[src/rtl/cp0_pkg.sv]
// Shared CP0 definitions: register addresses, exception codes, SR/Cause field
// positions and the exception-return address helper.
package cp0_pkg;

    localparam int unsigned XLEN    = 32;
    localparam int unsigned ADDR_W  = 5;
    localparam int unsigned EXC_W   = 5;
    localparam int unsigned HWINT_W = 6;
    localparam int unsigned EPC_W   = XLEN - 2;

    // CP0 register numbers
    localparam logic [ADDR_W-1:0] CP0_SR    = 5'd12;
    localparam logic [ADDR_W-1:0] CP0_CAUSE = 5'd13;
    localparam logic [ADDR_W-1:0] CP0_EPC   = 5'd14;
    localparam logic [ADDR_W-1:0] CP0_PRID  = 5'd15;

    // ExcCode values
    localparam logic [EXC_W-1:0] EXC_INT  = 5'd0;
    localparam logic [EXC_W-1:0] EXC_ADEL = 5'd4;
    localparam logic [EXC_W-1:0] EXC_ADES = 5'd5;
    localparam logic [EXC_W-1:0] EXC_RI   = 5'd10;
    localparam logic [EXC_W-1:0] EXC_OV   = 5'd12;

    // SR field positions
    localparam int unsigned SR_IE    = 0;
    localparam int unsigned SR_EXL   = 1;
    localparam int unsigned SR_IM_LO = 10;
    localparam int unsigned SR_IM_HI = 15;

    // Cause field positions
    localparam int unsigned CAUSE_EXC_LO = 2;
    localparam int unsigned CAUSE_EXC_HI = 6;
    localparam int unsigned CAUSE_IP_LO  = 10;
    localparam int unsigned CAUSE_IP_HI  = 15;
    localparam int unsigned CAUSE_BD     = 31;

    // Word address of the restart point: a delay-slot instruction restarts at its branch.
    // (PC-4)[31:2] equals PC[31:2]-1 with the same 32-bit wrap.
    function automatic logic [EPC_W-1:0] epc_target(input logic [EPC_W-1:0] pc_word,
                                                    input logic bd);
        return bd ? (pc_word - EPC_W'(1)) : pc_word;
    endfunction

endpackage

[src/rtl/cp0_exc_ctrl_if.sv]
// M-stage to CP0 interface.
//  master: pipeline side, drives addresses, write data, PC/BD, exception code,
//          interrupt lines and eret; receives IntReq, EPC and DOut.
//  slave : CP0 side.
interface cp0_exc_ctrl_if;
    import cp0_pkg::*;

    logic [ADDR_W-1:0]  A1;
    logic [ADDR_W-1:0]  A2;
    logic [XLEN-1:0]    DIn;
    logic               We;
    logic [XLEN-1:0]    PC_M;
    logic               BD_M;
    logic [EXC_W-1:0]   ExcCodeM;
    logic [HWINT_W-1:0] HWInt;
    logic               EXLClr;
    logic               IntReq;
    logic [XLEN-1:0]    EPC;
    logic [XLEN-1:0]    DOut;

    modport master (
        output A1, A2, DIn, We, PC_M, BD_M, ExcCodeM, HWInt, EXLClr,
        input  IntReq, EPC, DOut
    );

    modport slave (
        input  A1, A2, DIn, We, PC_M, BD_M, ExcCodeM, HWInt, EXLClr,
        output IntReq, EPC, DOut
    );

endinterface

[src/rtl/cp0_exc_ctrl.sv]
// Coprocessor-0 and exception/interrupt controller for the M stage.
// Holds SR/Cause/EPC/PRId, raises IntReq (combinational, same-cycle flush),
// services mfc0/mtc0 and eret.
// Ports:
//  clk    : clock, all state updates on posedge
//  reset  : asynchronous active-low reset
//  bus    : cp0_exc_ctrl_if.slave (A1/A2/DIn/We/PC_M/BD_M/ExcCodeM/HWInt/EXLClr in,
//           IntReq/EPC/DOut out)
module cp0_exc_ctrl
    import cp0_pkg::*;
#(
    parameter logic [XLEN-1:0] PRID_VALUE = 32'h2020_1215,
    parameter logic [XLEN-1:0] EPC_RESET  = 32'h0000_3000
) (
    input  logic               clk,
    input  logic               reset,
    cp0_exc_ctrl_if.slave      bus
);

    logic [HWINT_W-1:0] sr_im;
    logic               sr_exl;
    logic               sr_ie;
    logic               cause_bd;
    logic [HWINT_W-1:0] cause_ip;
    logic [EXC_W-1:0]   cause_exc;
    logic [EPC_W-1:0]   epc_q;

    logic               int_pend;
    logic               exc_pend;
    logic               int_req;
    logic               wr_sr;
    logic               wr_epc;
    logic [XLEN-1:0]    sr_word;
    logic [XLEN-1:0]    cause_word;
    logic               unused_pc_lsb;

    // Request generation; EXL blocks nesting of both interrupts and exceptions
    assign int_pend = (|(bus.HWInt & sr_im)) & sr_ie & ~sr_exl;
    assign exc_pend = (bus.ExcCodeM != EXC_INT) & ~sr_exl;
    assign int_req  = reset & (int_pend | exc_pend);
    assign bus.IntReq = int_req;

    assign wr_sr  = bus.We & ~int_req & (bus.A2 == CP0_SR);
    assign wr_epc = bus.We & ~int_req & (bus.A2 == CP0_EPC);

    assign unused_pc_lsb = ^bus.PC_M[1:0];

    // Architectural state
    always_ff @(posedge clk or negedge reset) begin
        if (!reset) begin
            sr_im     <= '0;
            sr_exl    <= 1'b0;
            sr_ie     <= 1'b0;
            cause_bd  <= 1'b0;
            cause_ip  <= '0;
            cause_exc <= '0;
            epc_q     <= EPC_RESET[XLEN-1:2];
        end else begin
            cause_ip <= bus.HWInt;
            if (int_req) begin
                sr_exl    <= 1'b1;
                cause_exc <= int_pend ? EXC_INT : bus.ExcCodeM;
                cause_bd  <= bus.BD_M;
                epc_q     <= epc_target(bus.PC_M[XLEN-1:2], bus.BD_M);
            end else begin
                if (wr_sr) begin
                    sr_im  <= bus.DIn[SR_IM_HI:SR_IM_LO];
                    sr_ie  <= bus.DIn[SR_IE];
                    sr_exl <= bus.DIn[SR_EXL];
                end
                if (wr_epc) begin
                    epc_q <= bus.DIn[XLEN-1:2];
                end
                // eret wins over a same-cycle mtc0 to SR for the EXL bit
                if (bus.EXLClr) begin
                    sr_exl <= 1'b0;
                end
            end
        end
    end

    // Masked register views
    always_comb begin
        sr_word = '0;
        sr_word[SR_IM_HI:SR_IM_LO] = sr_im;
        sr_word[SR_EXL]            = sr_exl;
        sr_word[SR_IE]             = sr_ie;

        cause_word = '0;
        cause_word[CAUSE_BD]                  = cause_bd;
        cause_word[CAUSE_IP_HI:CAUSE_IP_LO]   = cause_ip;
        cause_word[CAUSE_EXC_HI:CAUSE_EXC_LO] = cause_exc;
    end

    // mfc0 read mux, pre-edge values only
    always_comb begin
        bus.DOut = '0;
        case (bus.A1)
            CP0_SR:    bus.DOut = sr_word;
            CP0_CAUSE: bus.DOut = cause_word;
            CP0_EPC:   bus.DOut = {epc_q, 2'b00};
            CP0_PRID:  bus.DOut = PRID_VALUE;
            default:   bus.DOut = '0;
        endcase
    end

    assign bus.EPC = {epc_q, 2'b00};

endmodule
[src/flat_wrapper.sv]
// flat-port wrapper written by rule: the top's interface ports become plain ports
module cp0_exc_ctrl_flat import cp0_pkg::*;
#(
    parameter logic [XLEN-1:0] PRID_VALUE = 32'h2020_1215,
    parameter logic [XLEN-1:0] EPC_RESET  = 32'h0000_3000
)
  (clk, reset, bus_A1, bus_A2, bus_DIn, bus_We, bus_PC_M, bus_BD_M, bus_ExcCodeM, bus_HWInt, bus_EXLClr, bus_IntReq, bus_EPC, bus_DOut);
  cp0_exc_ctrl_if bus_i ();
  input  logic clk;
  input  logic reset;
  input wire logic [$bits(bus_i.A1)-1:0] bus_A1;
  input wire logic [$bits(bus_i.A2)-1:0] bus_A2;
  input wire logic [$bits(bus_i.DIn)-1:0] bus_DIn;
  input wire logic [$bits(bus_i.We)-1:0] bus_We;
  input wire logic [$bits(bus_i.PC_M)-1:0] bus_PC_M;
  input wire logic [$bits(bus_i.BD_M)-1:0] bus_BD_M;
  input wire logic [$bits(bus_i.ExcCodeM)-1:0] bus_ExcCodeM;
  input wire logic [$bits(bus_i.HWInt)-1:0] bus_HWInt;
  input wire logic [$bits(bus_i.EXLClr)-1:0] bus_EXLClr;
  output wire logic [$bits(bus_i.IntReq)-1:0] bus_IntReq;
  output wire logic [$bits(bus_i.EPC)-1:0] bus_EPC;
  output wire logic [$bits(bus_i.DOut)-1:0] bus_DOut;
  assign bus_i.A1 = bus_A1;
  assign bus_i.A2 = bus_A2;
  assign bus_i.DIn = bus_DIn;
  assign bus_i.We = bus_We;
  assign bus_i.PC_M = bus_PC_M;
  assign bus_i.BD_M = bus_BD_M;
  assign bus_i.ExcCodeM = bus_ExcCodeM;
  assign bus_i.HWInt = bus_HWInt;
  assign bus_i.EXLClr = bus_EXLClr;
  assign bus_IntReq = bus_i.IntReq;
  assign bus_EPC = bus_i.EPC;
  assign bus_DOut = bus_i.DOut;
  cp0_exc_ctrl #(.PRID_VALUE(PRID_VALUE), .EPC_RESET(EPC_RESET)) u_core (.clk(clk), .reset(reset), .bus(bus_i));
endmodule
[config.mk]
export PLATFORM = sky130hd
export DESIGN_NAME = cp0_exc_ctrl_flat
export DESIGN_NICKNAME = d
export VERILOG_FILES = /design/src/rtl/cp0_pkg.sv /design/src/rtl/cp0_exc_ctrl_if.sv /design/src/rtl/cp0_exc_ctrl.sv /design/src/flat_wrapper.sv
export SDC_FILE = /design/constraint.sdc
export NUM_CORES = 1
export LEC_CHECK = 0
export ABC_CLOCK_PERIOD_IN_PS = 2600
export CORE_MARGIN = 10
export CORE_UTILIZATION = 30
export CTS_CLUSTER_SIZE = 24
export DETAILED_ROUTE_END_ITERATION = 8
export DONT_BUFFER_PORTS = 1
export GPL_ROUTABILITY_DRIVEN = 0
export SETUP_SLACK_MARGIN = 0.2
export SYNTH_ARGS = -nofsm -noshare
export SYNTH_HDL_FRONTEND = slang
export SYNTH_SLANG_ARGS = --single-unit
[constraint.sdc]
create_clock -name clk -period 2.6 [get_ports clk]
set_clock_uncertainty 0.1 [all_clocks]
set_input_delay 0.39 -clock clk [delete_from_list [all_inputs] [get_ports clk]]
set_output_delay 0.39 -clock clk [all_outputs]
set_load 0.01 [all_outputs]
## Word level (Yosys, flattened, before mapping)

Index checks and enable logic that the tools add are counted.

- Flip-flop bits (word level): 50
- Input bits: 90
- Output and inout bits: 65
- Logic and storage cells: 38

- Add/sub/neg operators: 1
- Equality and inequality tests: 6
- Muxes and demuxes: 8
- Bitwise gates (word level): 11
- Reductions and logical operators: 5

Operator list:

| cell | count |
|---|---|
| one-hot mux 32 bit (4 select lines) | 1 |
| 2-to-1 mux 30 bit | 3 |
| == test 5 x 4 -> 1 bit, second input constant | 6 |
| subtractor 30 x 1 -> 30 bit, second input constant | 1 |
| AND 1 bit | 7 |
| AND 6 bit | 1 |
| OR reduction 6 bit | 1 |
| 2-to-1 mux 5 bit | 1 |
| nonzero test 5 bit | 1 |
| 2-to-1 mux 1 bit | 3 |
| nonzero test 3 bit | 1 |
| NOT 1 bit | 2 |
| AND reduction 2 bit | 1 |
| nonzero test 2 bit | 1 |
| OR 1 bit | 1 |

## Longest topological paths before layout

Gate-level depths: netlist of run 1.

- Depth after elaboration: 12
- Depth in mapped cells: 7

## Worst setup path before layout of run 1

Ideal clock, no wire load.

- Path kind: in2out
- From: in bus_ExcCodeM[2]
- To: out bus_IntReq
- Arrival: 1.728 ns
- Data required time: 2.110 ns
- Path slack: 0.382 ns
- Cell stages on the path: 5
- Cells stage by stage: or4_4 > o31ai_4 > buf_2 > buf_2 > inv_1

- Word-level cells in the longest chain between the ends: 4

RTL lines:

| what | RTL line | source |
|---|---|---|
| from (decl) | flat_wrapper.sv:17 | `input wire logic [$bits(bus_i.ExcCodeM)-1:0] bus_ExcCodeM;` |
| nonzero test 5 bit | cp0_exc_ctrl.sv:39 | `assign exc_pend = (bus.ExcCodeM != EXC_INT) & ~sr_exl;` |
| AND 1 bit | cp0_exc_ctrl.sv:39 |  |
| OR 1 bit | cp0_exc_ctrl.sv:40 | `assign int_req = reset & (int_pend \| exc_pend);` |
| AND 1 bit | cp0_exc_ctrl.sv:40 |  |
| to (decl) | flat_wrapper.sv:20 | `output wire logic [$bits(bus_i.IntReq)-1:0] bus_IntReq;` |

Every way passes these cells.

## Final worst setup path of run 1

- From: reg u_core.sr_im[3]
- To: out bus_IntReq

- Word-level cells in the longest chain between the ends: 6

RTL lines:

| what | RTL line | source |
|---|---|---|
| from (decl) | cp0_exc_ctrl.sv:20 | `logic [HWINT_W-1:0] sr_im;` |
| from (signal assigned) | cp0_exc_ctrl.sv:67 | `sr_im <= bus.DIn[SR_IM_HI:SR_IM_LO];` |
| AND 6 bit | cp0_exc_ctrl.sv:38 | `assign int_pend = (\|(bus.HWInt & sr_im)) & sr_ie & ~sr_exl;` |
| OR reduction 6 bit | cp0_exc_ctrl.sv:38 |  |
| AND 1 bit (2 in series) | cp0_exc_ctrl.sv:38 |  |
| OR 1 bit | cp0_exc_ctrl.sv:40 |  |
| AND 1 bit | cp0_exc_ctrl.sv:40 |  |

Every way passes these cells.

==> results of run 1 <==
[cell usage after synthesis (all sizes together)]
master,number
a211oi,1
a21oi,18
a22o,5
a22oi,7
a31oi,1
and2,16
and3,1
buf,6
clkbuf,13
conb,1
dfrtp,48
dfstp,2
ha,1
inv,6
mux2,28
mux2i,15
nand2,31
nand2b,4
nand3,5
nand3b,1
nand4,4
nand4b,1
nor2,41
nor2b,8
nor3,14
nor4,9
nor4b,2
o21ai,26
o31ai,2
or3,3
or4,1
xnor2,26
xor2,2
[logic make-up (layout without fill, tap and decap cells)]
family	Yosys count	after routing	share of synthesized area
simple gates	141	141	0.232
compound gates	60	60	0.113
flops	50	50	0.393
mux	43	43	0.146
xor+xnor	28	28	0.0769
buf+inv	25	31	0.0341
fa+ha+maj	1	1	0.00392
other cells	1	2	0.00118
[power groups by stage]
stage	combinational, uW	clock [uW]	sequential [uW]
2_1_floorplan	358	0	1100
3_3_place_gp	409	0	1150
3_5_place_dp	420	0	1160
4_1_cts	453	704	1140
5_1_grt	509	740	1160
6_report	444	683	1140
[worst paths after layout]
kind	from	endpoint	slack (ps)
worst max-delay path	u_core.sr_im[3]	bus_IntReq	340
worst min-delay path	bus_EXLClr	u_core.sr_exl	90
worst max register to register	u_core.sr_im[3]	u_core.epc_q[3]	520
worst min register to register	u_core.sr_im[2]	u_core.sr_im[2]	420
max in group asynchronous	reset	u_core.epc_q[10]	1630
min in group asynchronous	reset	u_core.epc_q[13]	500
[cell type report]
cell class / count / area share
inverters: 6 / 0.00629
flip-flops and latches: 50 / 0.350
repair buffers: 17 / 0.0462
clock inverters: 3 / 0.0192
multi-input cells: 275 / 0.511
well taps: 136 / 0.0476
clock buffers: 5 / 0.0192
[worst max-delay path, stage by stage (launching register included)]
cell and delay, ps:
dfrtp_1 410, a22oi_1 250, a31oi_1 220, o31ai_4 250, buf_4 230, inv_1 110
[routing by layer]
metal	vias to the layer above	wire length, um
met5	-	0
met4	0	55
met3	4	1200
met2	93	5060
met1	1209	4300
li1	1221	-
[state kept, by name (all words and copies together) (netlist names)]
register          flops
u_core.sr_exl         1
u_core.cause_exc      5
u_core.cause_ip       6
u_core.cause_bd       1
u_core.sr_im          6
u_core.sr_ie          1
u_core.epc_q         30
[placed cells by master (no fill, tap or decap), types with 6 or more instances in the layout]
master	n
o21ai_1	7
nor2_1	41
nor4_1	8
buf_4	9
mux2_2	22
a21oi_1	18
a22oi_1	7
nor3_1	13
xnor2_1	26
o21ai_0	19
nand2_1	31
nor2b_1	8
dlygate4sd3_1	7
mux2i_1	15
mux2_1	6
inv_1	6
dfrtp_1	48
and2_1	16
[metrics by stage]
step,area [sq um],std cells,worst slack [ps],total power [uW]
after detailed placement,3340,476,443,1580
final,3580,492,337,2260
after global placement,3340,476,458,1560
after CTS,3580,492,282,2300
after floorplan,3190,350,382,1460
after global routing,3580,492,211,2410
==> metrics.csv, run 1 <==
metric,value,unit
hold slack final,93.1,ps
largest area contributor in the netlist,dfrtp_1,
"Hold-fix buffers, CTS",8,
Crit Path Max Fanout,12,
global-route track usage on met1,0.165,
crit end category,output port,
Die Height,123,um
setup bufs post-CTS,0,
first-pass GRT wire length,16000,um
Mapped Area,3190,sq um
critical path class,reg -> out,
internal cell power,1550,uW
maximum clock frequency,442,MHz
sequential power share,0.503,
final core occ,0.347,
Core ar.,10300,sq um
antenna violations before repair,0,
Yosys Warn Count,0,
Die X-Extent,123,um
Routed WL,10600,um
RSZ-0062 raised after global routing,no,
vias in the first global route,2694,
Register Area,1250,sq um
GRT Total Usage,0.136,
total die area,15100,sq um
Max Cap Violations,0,
post-synthesis cell count,349,
final slew viol count,0,
gr ovfl total,0,
Synth Register Bits,50,
Crit path required time,2110,ps
final count of hold timing violations,0,
Synth top area share,0.377,
DP Wirelength,8440,um
busiest grt layer,met2,
Peak VDD IR,0.000232,V
Multi-input gate area,1830,sq um
Initial Utilization,0.309,
switching part of the total power,0.314,
1st-pass router iterations,4,
library cells used by synthesis,41,
Worst setup SP type,flop,
met2 Use GR,0.219,
sequential share of the synthesized area,0.393,
CTS resizes,0,
Ant. Diodes,0,
Syn Area/Cell,9.13,sq um
sw power,711,uW
Slew headroom,0.488,
clock network power share,0.302,
fin nets,446,
CTS root buffer,clkbuf_8,
Remaining DRCs,0,
met3 Use GR,0.0638,
largest net degree at the start of global routing,51,
Clock transition at path regs,100,ps
WP data arrival,1770,ps
DR vias,2527,
hold path depth,1,
run status,"complete, no violations",
Fin Setup TNS,0,ps
Max Root-Sink Buffers,2,
crit path time final,2260,ps
htree depth,2,
P per Cell Area,633,nW/um^2
LEAKAGE,0.00148,uW
total CTS buffers,5,
Hold WC Path Type,in -> reg,
Antenna Violating Nets Remaining,0,
combinational power share,0.196,
starting DRC count in detailed routing,201,
std cell rows,37,
Worst-Skew Late Latency,300,ps
Slew @ Worst Pin,766,ps
period utilization,0.870,
depth of the most critical reg-to-reg path,7,
endpoints failing setup,0,
# fillers,1069,
io pins,155,
synth top area cells,"dfrtp_1 38%, mux2_2 7.8%, xnor2_1 7.1%, nor2_1 4.8%, mux2i_1 4.7%",
# port buffers,0,
vias per cell,5.14,
fraction of layout cells with a size suffix above 1,0.138,
CTS tree,built,
wire per inst,21.6,um
Area Growth Syn to Fin,12.2,%
clock sink count,50,
No activity file was read; power rests on OpenSTA's default activity.
==> run 2: changes to the inputs <==
==> constraint.sdc (replaced) <==
create_clock -name clk -period 2.6 [get_ports clk]
set_clock_uncertainty 0.1 [all_clocks]
set_input_delay 0.39 -clock clk [delete_from_list [all_inputs] [get_ports clk]]
set_output_delay 0.39 -clock clk [all_outputs]
set_load 0.005 [all_outputs]
==> metrics.csv, run 2 (synthesis results as in run 1) <==
metric,value,unit,change
Slew headroom,0.667,,was 0.488
Peak VDD IR,0.000201,V,was 0.000232 V
# port buffers,0,,unchanged
CTS tree,built,,unchanged
LEAKAGE,0.00148,uW,about the same
"commonest non-fill, non-tap cell in the layout",dfrtp_1,,unchanged
final count of hold timing violations,0,,unchanged
Hold WC Path Type,in -> reg,,unchanged
fraction of layout cells with a size suffix above 1,0.150,,was 0.138
Core ar.,10300,sq um,unchanged
Crit path required time,2110,ps,about the same
wire per inst,21.7,um,was 21.6 um
clock sink count,50,,unchanged
critical path depth in cells,5,,unchanged
P per Cell Area,567,nW/um^2,was 633 nW/um^2
Max Cap Violations,0,,unchanged
endpoints failing setup,0,,unchanged
"commonest cells after routing, fill and taps aside","48 x dfrtp_1, 41 x nor2_1, 31 x nand2_1, 26 x xnor2_1, 22 x mux2_2",,unchanged
Crit Path Max Fanout,22,,was 12
WP data arrival,1750,ps,was 1770 ps
Largest register FFs,30,,unchanged
Crit-path slowest cell,dfrtp_1,,unchanged
starting DRC count in detailed routing,189,,was 201
Fin Setup TNS,0,ps,unchanged
Die Height,123,um,unchanged
largest register by flop count,u_core.epc_q,,unchanged
depth of the most critical reg-to-reg path,6,,was 7
fin nets,449,,was 446
Die X-Extent,123,um,unchanged
DR vias,2551,,was 2527
antenna violations before repair,1,,was 0
crit end category,output port,,unchanged
Slew @ Worst Pin,496,ps,was 766 ps
total CTS buffers,5,,unchanged
Multi-input gate area,1840,sq um,was 1830 sq um
DP Wirelength,8320,um,was 8440 um
Register Area,1250,sq um,unchanged
# fillers,1044,,was 1069
critical path class,reg -> out,,unchanged
final slew viol count,0,,unchanged
Clock transition at path regs,100,ps,about the same
final core occ,0.348,,was 0.347
1st-pass router iterations,4,,unchanged
std cell rows,37,,unchanged
Initial Utilization,0.309,,unchanged
CTS root buffer,clkbuf_8,,unchanged
crit path time final,2240,ps,was 2260 ps
Worst setup SP type,flop,,unchanged
htree depth,2,,unchanged
total die area,15100,sq um,unchanged
critical path's largest stage delay,410,ps,about the same
RSZ-0062 raised after global routing,no,,unchanged
critical-path cell list,a22oi_2 > a31oi_2 > o31ai_4 > buf_12 > inv_1,,was a22oi_1 > a31oi_1 > o31ai_4 > buf_4 > inv_1
hold path depth,1,,unchanged
maximum clock frequency,447,MHz,was 442 MHz
largest net degree at the start of global routing,51,,unchanged
Routed WL,10800,um,was 10600 um
Crit path buffers/inverters,2,,unchanged
period utilization,0.861,,was 0.870
Max Root-Sink Buffers,2,,unchanged
first-pass GRT wire length,15600,um,was 16000 um
Worst-Skew Late Latency,300,ps,about the same
vias per cell,5.14,,about the same
gr ovfl total,0,,unchanged
Remaining DRCs,0,,unchanged
Antenna Violating Nets Remaining,0,,unchanged
GRT Total Usage,0.132,,was 0.136
run status,"complete, no violations",,unchanged
Area Growth Syn to Fin,12.8,%,was 12.2%
largest registers,"u_core.epc_q: 30 flops, u_core.cause_ip: 6 flops, u_core.sr_im: 6 flops",,unchanged
vias in the first global route,2639,,was 2694
CP top delay family,compound AO/OA/AOI/OAI gates,,unchanged
io pins,155,,unchanged
[run 2: final timing paths]
kind / startpoint / slack [ps] / end
min reg2reg: u_core.sr_im[5] / 420 / u_core.sr_im[5]
max: u_core.sr_im[3] / 360 / bus_IntReq
max reg2reg: u_core.sr_im[3] / 390 / u_core.sr_im[1]
min in group asynchronous: reset / 510 / u_core.epc_q[22]
max in group asynchronous: reset / 1620 / u_core.epc_q[10]
min: bus_EXLClr / 90 / u_core.sr_exl
[run 2: power breakdown]
group	switching (uW)	internal, uW
logic	222	244
registers	152	942
clock network	289	190
total	663	1380
[run 2: stage by stage]
step	hold WS, ps	setup slack (ps)	power [uW]	cell area [sq um]	std cells
after floorplan	-5.59	405	1410	3190	350
after global placement	-3.19	375	1510	3340	476
after detailed placement	-2.97	356	1520	3340	476
after CTS	74.1	201	2050	3540	492
after global routing	84.1	280	2170	3600	496
final	85.9	361	2040	3600	496
[run 2: layout make-up]
type	instances	area share
multi-input combinational	275	0.512
sequential	50	0.349
timing repair buffer	20	0.0605
tap	136	0.0473
clock buffer	5	0.0191
inverter	6	0.00626
clock inverter	3	0.00591
antenna	1	0.000696
[run 2: worst register-to-register path: stages (launching register included)]
cell,delay (ps)
dfrtp_1,410
a22oi_2,220
a31oi_2,180
o31ai_4,360
buf_4,170
and2_1,300
mux2_1,360
[run 2: what timing repair did]
| item | CTS | global route |
|---|---|---|
| hold buffers | 8 | 0 |
| buffers inserted | 0 | 2 |
| pin swaps | 0 | 1 |
| gates cloned | 0 | 1 |
| endpoints found under the hold margin | 56 | 0 |
| setup endpoints to repair | 1 | 1 |
| gates resized for setup | 2 | 3 |
[run 2: routing by layer]
| layer | track usage | vias up | wire length [um] |
|---|---|---|---|
| met3 | 0.0693 | 14 | 1390 |
| li1 | - | 1226 | - |
| met2 | 0.213 | 115 | 5010 |
| met5 | 0 | - | 0 |
| met4 | 0.0335 | 0 | 184 |
| met1 | 0.151 | 1196 | 4180 |
